$ cat src/rtl/fir_alu_sequencer.sv
// Cycle scheduler for the shared FP ALU of the FIR: per-sample MUL/ACC/reduce pass
// plus coefficient-port arbitration. Produces addresses, enables and ALU control only.
module fir_alu_sequencer #(
    parameter int TAPS    = 64,
    parameter int ALU_LAT = 5,
    parameter int AW      = $clog2(TAPS)
) (
    input  logic          clk_fast,
    input  logic          rst_n,
    input  logic          sample_valid,
    output logic          sample_ready,
    output logic          din_latch,
    input  logic          cload_req,
    output logic          cload_gnt,
    output logic          dmem_we,
    output logic [AW-1:0] dmem_addr,
    output logic [AW-1:0] cmem_addr,
    output logic          regf_we,
    output logic [AW-1:0] regf_waddr,
    output logic [AW-1:0] regf_raddr,
    output logic          alu_issue,
    output logic [1:0]    alu_op,
    output logic [1:0]    alu_a_sel,
    output logic [1:0]    alu_b_sel,
    output logic          busy,
    output logic          out_valid
);

    localparam int RED_LEN = ALU_LAT * ALU_LAT;
    localparam int CW      = $clog2(TAPS + RED_LEN + 1);

    localparam logic [1:0] OP_NORM = 2'b00;
    localparam logic [1:0] OP_MUL  = 2'b10;
    localparam logic [1:0] OP_ADD  = 2'b11;
    localparam logic [1:0] A_DIN   = 2'd0;
    localparam logic [1:0] A_DMEM  = 2'd1;
    localparam logic [1:0] A_REGF  = 2'd2;
    localparam logic [1:0] B_CMEM  = 2'd0;
    localparam logic [1:0] B_ZERO  = 2'd1;
    localparam logic [1:0] B_SELF  = 2'd2;

    typedef enum logic [2:0] {
        S_IDLE    = 3'd0,
        S_LOAD    = 3'd1,
        S_MUL     = 3'd2,
        S_DRAIN   = 3'd3,
        S_ACC     = 3'd4,
        S_COLLECT = 3'd5,
        S_REDUCE  = 3'd6,
        S_DONE    = 3'd7
    } state_t;

    state_t        state_r;
    state_t        state_nx_s;
    logic [CW-1:0] cnt_r;
    logic [CW-1:0] cnt_nx_s;
    logic [AW-1:0] head_r;
    logic [AW-1:0] head_nx_s;
    logic          accept_s;

    logic [CW-1:0] idx_s;
    logic [CW-1:0] k_s;
    logic [CW-1:0] step_s;
    logic [CW-1:0] off_s;
    logic          dmem_we_s;
    logic [AW-1:0] dmem_addr_s;
    logic [AW-1:0] cmem_addr_s;
    logic          regf_we_s;
    logic [AW-1:0] regf_waddr_s;
    logic [AW-1:0] regf_raddr_s;
    logic          alu_issue_s;
    logic [1:0]    alu_op_s;
    logic [1:0]    alu_a_sel_s;
    logic [1:0]    alu_b_sel_s;
    logic          busy_s;
    logic          out_valid_s;

    function automatic state_t next_phase(input state_t st);
        case (st)
            S_LOAD:    next_phase = S_MUL;
            S_MUL:     next_phase = S_DRAIN;
            S_DRAIN:   next_phase = S_ACC;
            S_ACC:     next_phase = S_COLLECT;
            S_COLLECT: next_phase = S_REDUCE;
            S_REDUCE:  next_phase = S_DONE;
            S_DONE:    next_phase = S_IDLE;
            default:   next_phase = S_IDLE;
        endcase
    endfunction

    // Counter load value on phase entry; the counter runs down to zero.
    function automatic logic [CW-1:0] phase_last(input state_t st);
        case (st)
            S_MUL:     phase_last = CW'(TAPS - 2);
            S_DRAIN:   phase_last = CW'(ALU_LAT - 1);
            S_ACC:     phase_last = CW'(TAPS - 1);
            S_COLLECT: phase_last = CW'(ALU_LAT - 1);
            S_REDUCE:  phase_last = CW'(RED_LEN - 1);
            default:   phase_last = {CW{1'b0}};
        endcase
    endfunction

    // IDLE-only arbitration of the coefficient port; the host wins a tie.
    always_comb begin
        sample_ready = (state_r == S_IDLE) && !cload_req;
        cload_gnt    = (state_r == S_IDLE) && cload_req;
        accept_s     = sample_valid && (state_r == S_IDLE) && !cload_req;
        din_latch    = accept_s;
    end

    // Next phase, counter and head pointer.
    always_comb begin
        state_nx_s = state_r;
        cnt_nx_s   = cnt_r;
        head_nx_s  = head_r;
        if (state_r == S_IDLE) begin
            if (accept_s) begin
                state_nx_s = S_LOAD;
                cnt_nx_s   = {CW{1'b0}};
            end else begin
                state_nx_s = S_IDLE;
            end
        end else if (cnt_r != {CW{1'b0}}) begin
            cnt_nx_s = cnt_r - CW'(1);
        end else begin
            state_nx_s = next_phase(state_r);
            cnt_nx_s   = phase_last(next_phase(state_r));
            if (state_r == S_LOAD) begin
                head_nx_s = head_r + AW'(1);
            end else begin
                head_nx_s = head_r;
            end
        end
    end

    // Output decode of the upcoming state, so the registered outputs line up with it.
    always_comb begin
        idx_s        = phase_last(state_nx_s) - cnt_nx_s;
        k_s          = idx_s + CW'(1);
        step_s       = idx_s / CW'(ALU_LAT);
        off_s        = idx_s % CW'(ALU_LAT);
        dmem_we_s    = 1'b0;
        dmem_addr_s  = {AW{1'b0}};
        cmem_addr_s  = {AW{1'b0}};
        regf_we_s    = 1'b0;
        regf_waddr_s = {AW{1'b0}};
        regf_raddr_s = {AW{1'b0}};
        alu_issue_s  = 1'b0;
        alu_op_s     = OP_NORM;
        alu_a_sel_s  = A_DIN;
        alu_b_sel_s  = B_CMEM;
        busy_s       = (state_nx_s != S_IDLE);
        out_valid_s  = 1'b0;
        case (state_nx_s)
            S_LOAD: begin
                dmem_we_s   = 1'b1;
                dmem_addr_s = head_nx_s;
                alu_issue_s = 1'b1;
                alu_op_s    = OP_MUL;
                alu_a_sel_s = A_DIN;
                alu_b_sel_s = B_CMEM;
            end
            S_MUL: begin
                // head already advanced on entry, so the newest sample sits at head-1
                dmem_addr_s = head_nx_s - AW'(1) - AW'(k_s);
                cmem_addr_s = AW'(k_s);
                alu_issue_s = 1'b1;
                alu_op_s    = OP_MUL;
                alu_a_sel_s = A_DMEM;
                alu_b_sel_s = B_CMEM;
                if (k_s >= CW'(ALU_LAT)) begin
                    regf_we_s    = 1'b1;
                    regf_waddr_s = AW'(k_s - CW'(ALU_LAT));
                end else begin
                    regf_we_s    = 1'b0;
                end
            end
            S_DRAIN: begin
                regf_we_s    = 1'b1;
                regf_waddr_s = AW'(CW'(TAPS - ALU_LAT) + idx_s);
            end
            S_ACC: begin
                regf_raddr_s = AW'(idx_s);
                alu_issue_s  = 1'b1;
                alu_op_s     = OP_ADD;
                alu_a_sel_s  = A_REGF;
                if (idx_s < CW'(ALU_LAT)) begin
                    alu_b_sel_s = B_ZERO;
                end else begin
                    alu_b_sel_s = B_SELF;
                end
            end
            S_COLLECT: begin
                regf_we_s    = 1'b1;
                regf_waddr_s = AW'(idx_s);
            end
            S_REDUCE: begin
                if (off_s == {CW{1'b0}}) begin
                    alu_issue_s  = 1'b1;
                    alu_a_sel_s  = A_REGF;
                    regf_raddr_s = AW'(step_s);
                    if (step_s == {CW{1'b0}}) begin
                        alu_b_sel_s = B_ZERO;
                    end else begin
                        alu_b_sel_s = B_SELF;
                    end
                    if (step_s == CW'(ALU_LAT - 1)) begin
                        alu_op_s = OP_NORM;
                    end else begin
                        alu_op_s = OP_ADD;
                    end
                end else begin
                    alu_issue_s = 1'b0;
                end
            end
            S_DONE: begin
                out_valid_s = 1'b1;
            end
            default: begin
                out_valid_s = 1'b0;
            end
        endcase
    end

    // State, counter, head and registered outputs.
    always_ff @(posedge clk_fast or negedge rst_n) begin
        if (!rst_n) begin
            state_r    <= S_IDLE;
            cnt_r      <= {CW{1'b0}};
            head_r     <= {AW{1'b0}};
            dmem_we    <= 1'b0;
            dmem_addr  <= {AW{1'b0}};
            cmem_addr  <= {AW{1'b0}};
            regf_we    <= 1'b0;
            regf_waddr <= {AW{1'b0}};
            regf_raddr <= {AW{1'b0}};
            alu_issue  <= 1'b0;
            alu_op     <= 2'b00;
            alu_a_sel  <= 2'b00;
            alu_b_sel  <= 2'b00;
            busy       <= 1'b0;
            out_valid  <= 1'b0;
        end else begin
            state_r    <= state_nx_s;
            cnt_r      <= cnt_nx_s;
            head_r     <= head_nx_s;
            dmem_we    <= dmem_we_s;
            dmem_addr  <= dmem_addr_s;
            cmem_addr  <= cmem_addr_s;
            regf_we    <= regf_we_s;
            regf_waddr <= regf_waddr_s;
            regf_raddr <= regf_raddr_s;
            alu_issue  <= alu_issue_s;
            alu_op     <= alu_op_s;
            alu_a_sel  <= alu_a_sel_s;
            alu_b_sel  <= alu_b_sel_s;
            busy       <= busy_s;
            out_valid  <= out_valid_s;
        end
    end

endmodule
$ cat config.mk
export PLATFORM = sky130hd
export DESIGN_NAME = fir_alu_sequencer
export DESIGN_NICKNAME = d
export VERILOG_FILES = /design/src/rtl/fir_alu_sequencer.sv
export SDC_FILE = /design/constraint.sdc
export NUM_CORES = 1
export LEC_CHECK = 0
export ABC_AREA = 1
export CORE_ASPECT_RATIO = 0.9
export CORE_MARGIN = 5
export CORE_UTILIZATION = 52
export DETAILED_ROUTE_END_ITERATION = 8
export GPL_TIMING_DRIVEN = 0
export PLACE_DENSITY = 0.86
export SKIP_LAST_GASP = 1
export SLEW_MARGIN = 20
export SYNTH_ARGS = -nofsm -noshare
export SYNTH_HDL_FRONTEND = slang
export SYNTH_SLANG_ARGS = --single-unit
$ cat constraint.sdc
create_clock -name clk_fast -period 8.2 [get_ports clk_fast]
set_input_delay 1.64 -clock clk_fast [delete_from_list [all_inputs] [get_ports clk_fast]]
set_output_delay 1.64 -clock clk_fast [all_outputs]
set_load 0.02 [all_outputs]
==> metrics.cfg <==
[clock_tree]
cts.clk_slew.worst_paths_ns=0.11
clk-insertion-delay-late_ns=0.31
ctsHoldBuffers=0
cts_resized=0
cts_buffers=5
cts_tree=done
h-tree-depth=2
cts_root_buf=clkbuf_8
post_cts_buffers=0
clkSinkCount=51
clk_path_buf_depth=2

[detailed_routing]
drcViolationCount=0
drt_first_iter_violations=215
ant_nets=0
dr.pass1.iters=5
num_vias=3352
drt-wirelength-per-cell_um=14.15
wl_um=8604
via_per_inst=5.513

[setup_path]
cp_slowest_cell=buf_1
crit_type=input pin to flip-flop
cp.arrival_ns=7.29
cpPeakStageDelay_ns=0.47
required_ns=8.44
path_max_fanout=10
cp-end-kind=flip-flop
start_kind=input pin

[synth]
syn-num-nets=498
synth_top_cell_by_area=dfrtp_1
netlist_area_um2=3697
synth_cell_types=48
ys_top_cells_by_area=dfrtp_1 35%, ha_1 9.1%, nand2_1 7.3%
yosys-top-cells-count=72 x nand2_1, 68 x inv_1, 51 x dfrtp_1
async_flop_share_pct=100.0
synth_edf_count=0
ys_seq_elements=51
ys.flop_type=dfrtp_1
ys_warn_count=0
yosysMostFrequentCell=nand2_1
syn_avg_cell_area_um2=7.951
ys_seq_area_share_pct=34.52
postSynthCellCount=465
netlist.area_leader.share_pct=34.52

[worst_hold_path]
hold_class=flip-flop to flip-flop

[finish]
nFillCells=589
n_antenna_cell=0
drive_gt1_share_pct=11.84
final_nets=547
area_growth_pct=17.33

[floorplan]
core_um2=7003
num_io_pins=42
die_x_um=98.89
rows=29
die_area_um2=8899
initial_core_util_pct=52.80
die_h_um=90.00

[status]
status=complete, no violations

[timing]
finalMaxSlewViolations=0
finalHoldViolCount=0
rsz0062_at_grt=no
fin_worst_skew_ns=0.01315
fmax_mhz=141.9
setup_viol_count_final=0
finalSetupTns_ns=0
slew_headroom_pct=61.59
finalCriticalPeriod_ns=7.050
tightest_slew_ns=0.5740
period_share_pct=85.97

[placed_design]
routabilityCongestion=0.9450
io_buffer_count=41
dp_hpwl_um=6720

[grt]
grt_pass1_wl_um=14280
grt_util_all_layers_pct=19.21
grt_max_degree=33
grt-ovfl-total=0
antenna_found_initial=0
grt_pass1_vias=3107

[flow_run]
drv_cap=0

kinds of logic (layout without fill, tap and decap cells):
| kind of cell | Yosys count | after routing | share of synthesized area (%) |
|---|---|---|---|
| buffers and inverters | 83 | 133 | 8.697 |
| XOR/XNOR | 20 | 20 | 4.738 |
| AO/OA/AOI/OAI | 58 | 58 | 10.22 |
| adder cells (fa/ha/maj) | 29 | 29 | 10.22 |
| AND/OR/NAND/NOR | 224 | 224 | 31.61 |
| flip-flops | 51 | 51 | 34.52 |
state kept, by name, summed over array words and instances (netlist names):
register,flops
alu_a_sel,2
alu_b_sel,2
alu_issue,1
alu_op,2
busy,1
cmem_addr,6
cnt_r,7
dmem_addr,6
dmem_we,1
head_r,6
out_valid,1
regf_raddr,6
regf_waddr,6
regf_we,1
state_r,3
final cells by class:
class                   instances  area (um^2)  share of cell area (%)
flip-flops and latches         51         1276                   29.42
well taps                      93        116.4                   2.682
plain buffers                   4        22.52                  0.5192
multi-input cells             331         2100                   48.40
inverters                      79        299.0                   6.894
clock buffers                   6        82.58                   1.904
clock inverters                 2        16.27                  0.3750
repair buffers                 42        425.4                   9.807
metrics by stage:
step	setup WS [ns]	utilization, %	cell area (um^2)	std cells	hold slack [ns]
global placement	1.079	60.32	4224	599	0.5322
CTS	1.261	61.94	4338	608	0.5597
floorplan	2.069	-	3697	465	0.4794
detailed placement	0.9747	60.53	4239	600	0.5373
global route	0.7398	61.94	4338	608	0.5756
finish	1.150	61.94	4338	608	0.5568
routing by layer:
metal  share of wire, %  wire, um  track usage [%]  vias up
li1                   -         -                -     1609
met1                 44      3785            25.58     1583
met2                 47      4044            32.10      140
met3                7.0       599            3.406       20
met4                2.0       174            5.119        0
met5                  0         0                0        -
worst max-delay path: cells and delay by family:
family,cells,cell delay (ns)
buffers and inverters,8,1.60
AOI/OAI and AO/OA,2,0.34
and+or+nand+nor,24,2.71
adders and majority gates,3,0.98
layout by cell type (no fill, tap or decap), types with 3 or more instances in the layout:
| cell | synthesis | final |
|---|---|---|
| nand2_1 | 72 | 72 |
| inv_1 | 68 | 68 |
| dfrtp_1 | 51 | 51 |
| nor2_1 | 50 | 50 |
| clkdlybuf4s50_1 | 0 | 40 |
| nand3_1 | 39 | 39 |
| ha_1 | 27 | 27 |
| o21ai_0 | 16 | 16 |
| nand4_1 | 13 | 13 |
| nand2_4 | 13 | 13 |
| a21oi_1 | 12 | 12 |
| nand2_2 | 10 | 10 |
| xor2_1 | 10 | 10 |
| xnor2_1 | 10 | 10 |
| inv_2 | 7 | 7 |
| nand3_2 | 7 | 7 |
| o22ai_1 | 6 | 6 |
| clkbuf_8 | 0 | 6 |
| or2_2 | 4 | 4 |
| or2_1 | 3 | 3 |
| clkinv_1 | 3 | 3 |
| o21a_1 | 3 | 3 |
| nor3_1 | 3 | 3 |
path summary, 6_finish.rpt:
path,from,to,slack [ns],depth (start not counted)
max,cload_req,regf_raddr[0],1.15,37
min,head_r[5],head_r[5],0.56,1
max reg2reg,state_r[0],regf_raddr[0],1.33,40
min reg2reg,head_r[5],head_r[5],0.56,1
max in group asynchronous,rst_n,regf_raddr[1],6.35,2
min in group asynchronous,rst_n,regf_raddr[5],1.30,1
Power is not shown: default switching activity piles up to over one toggle a cycle in this logic, so the estimate is an artifact.
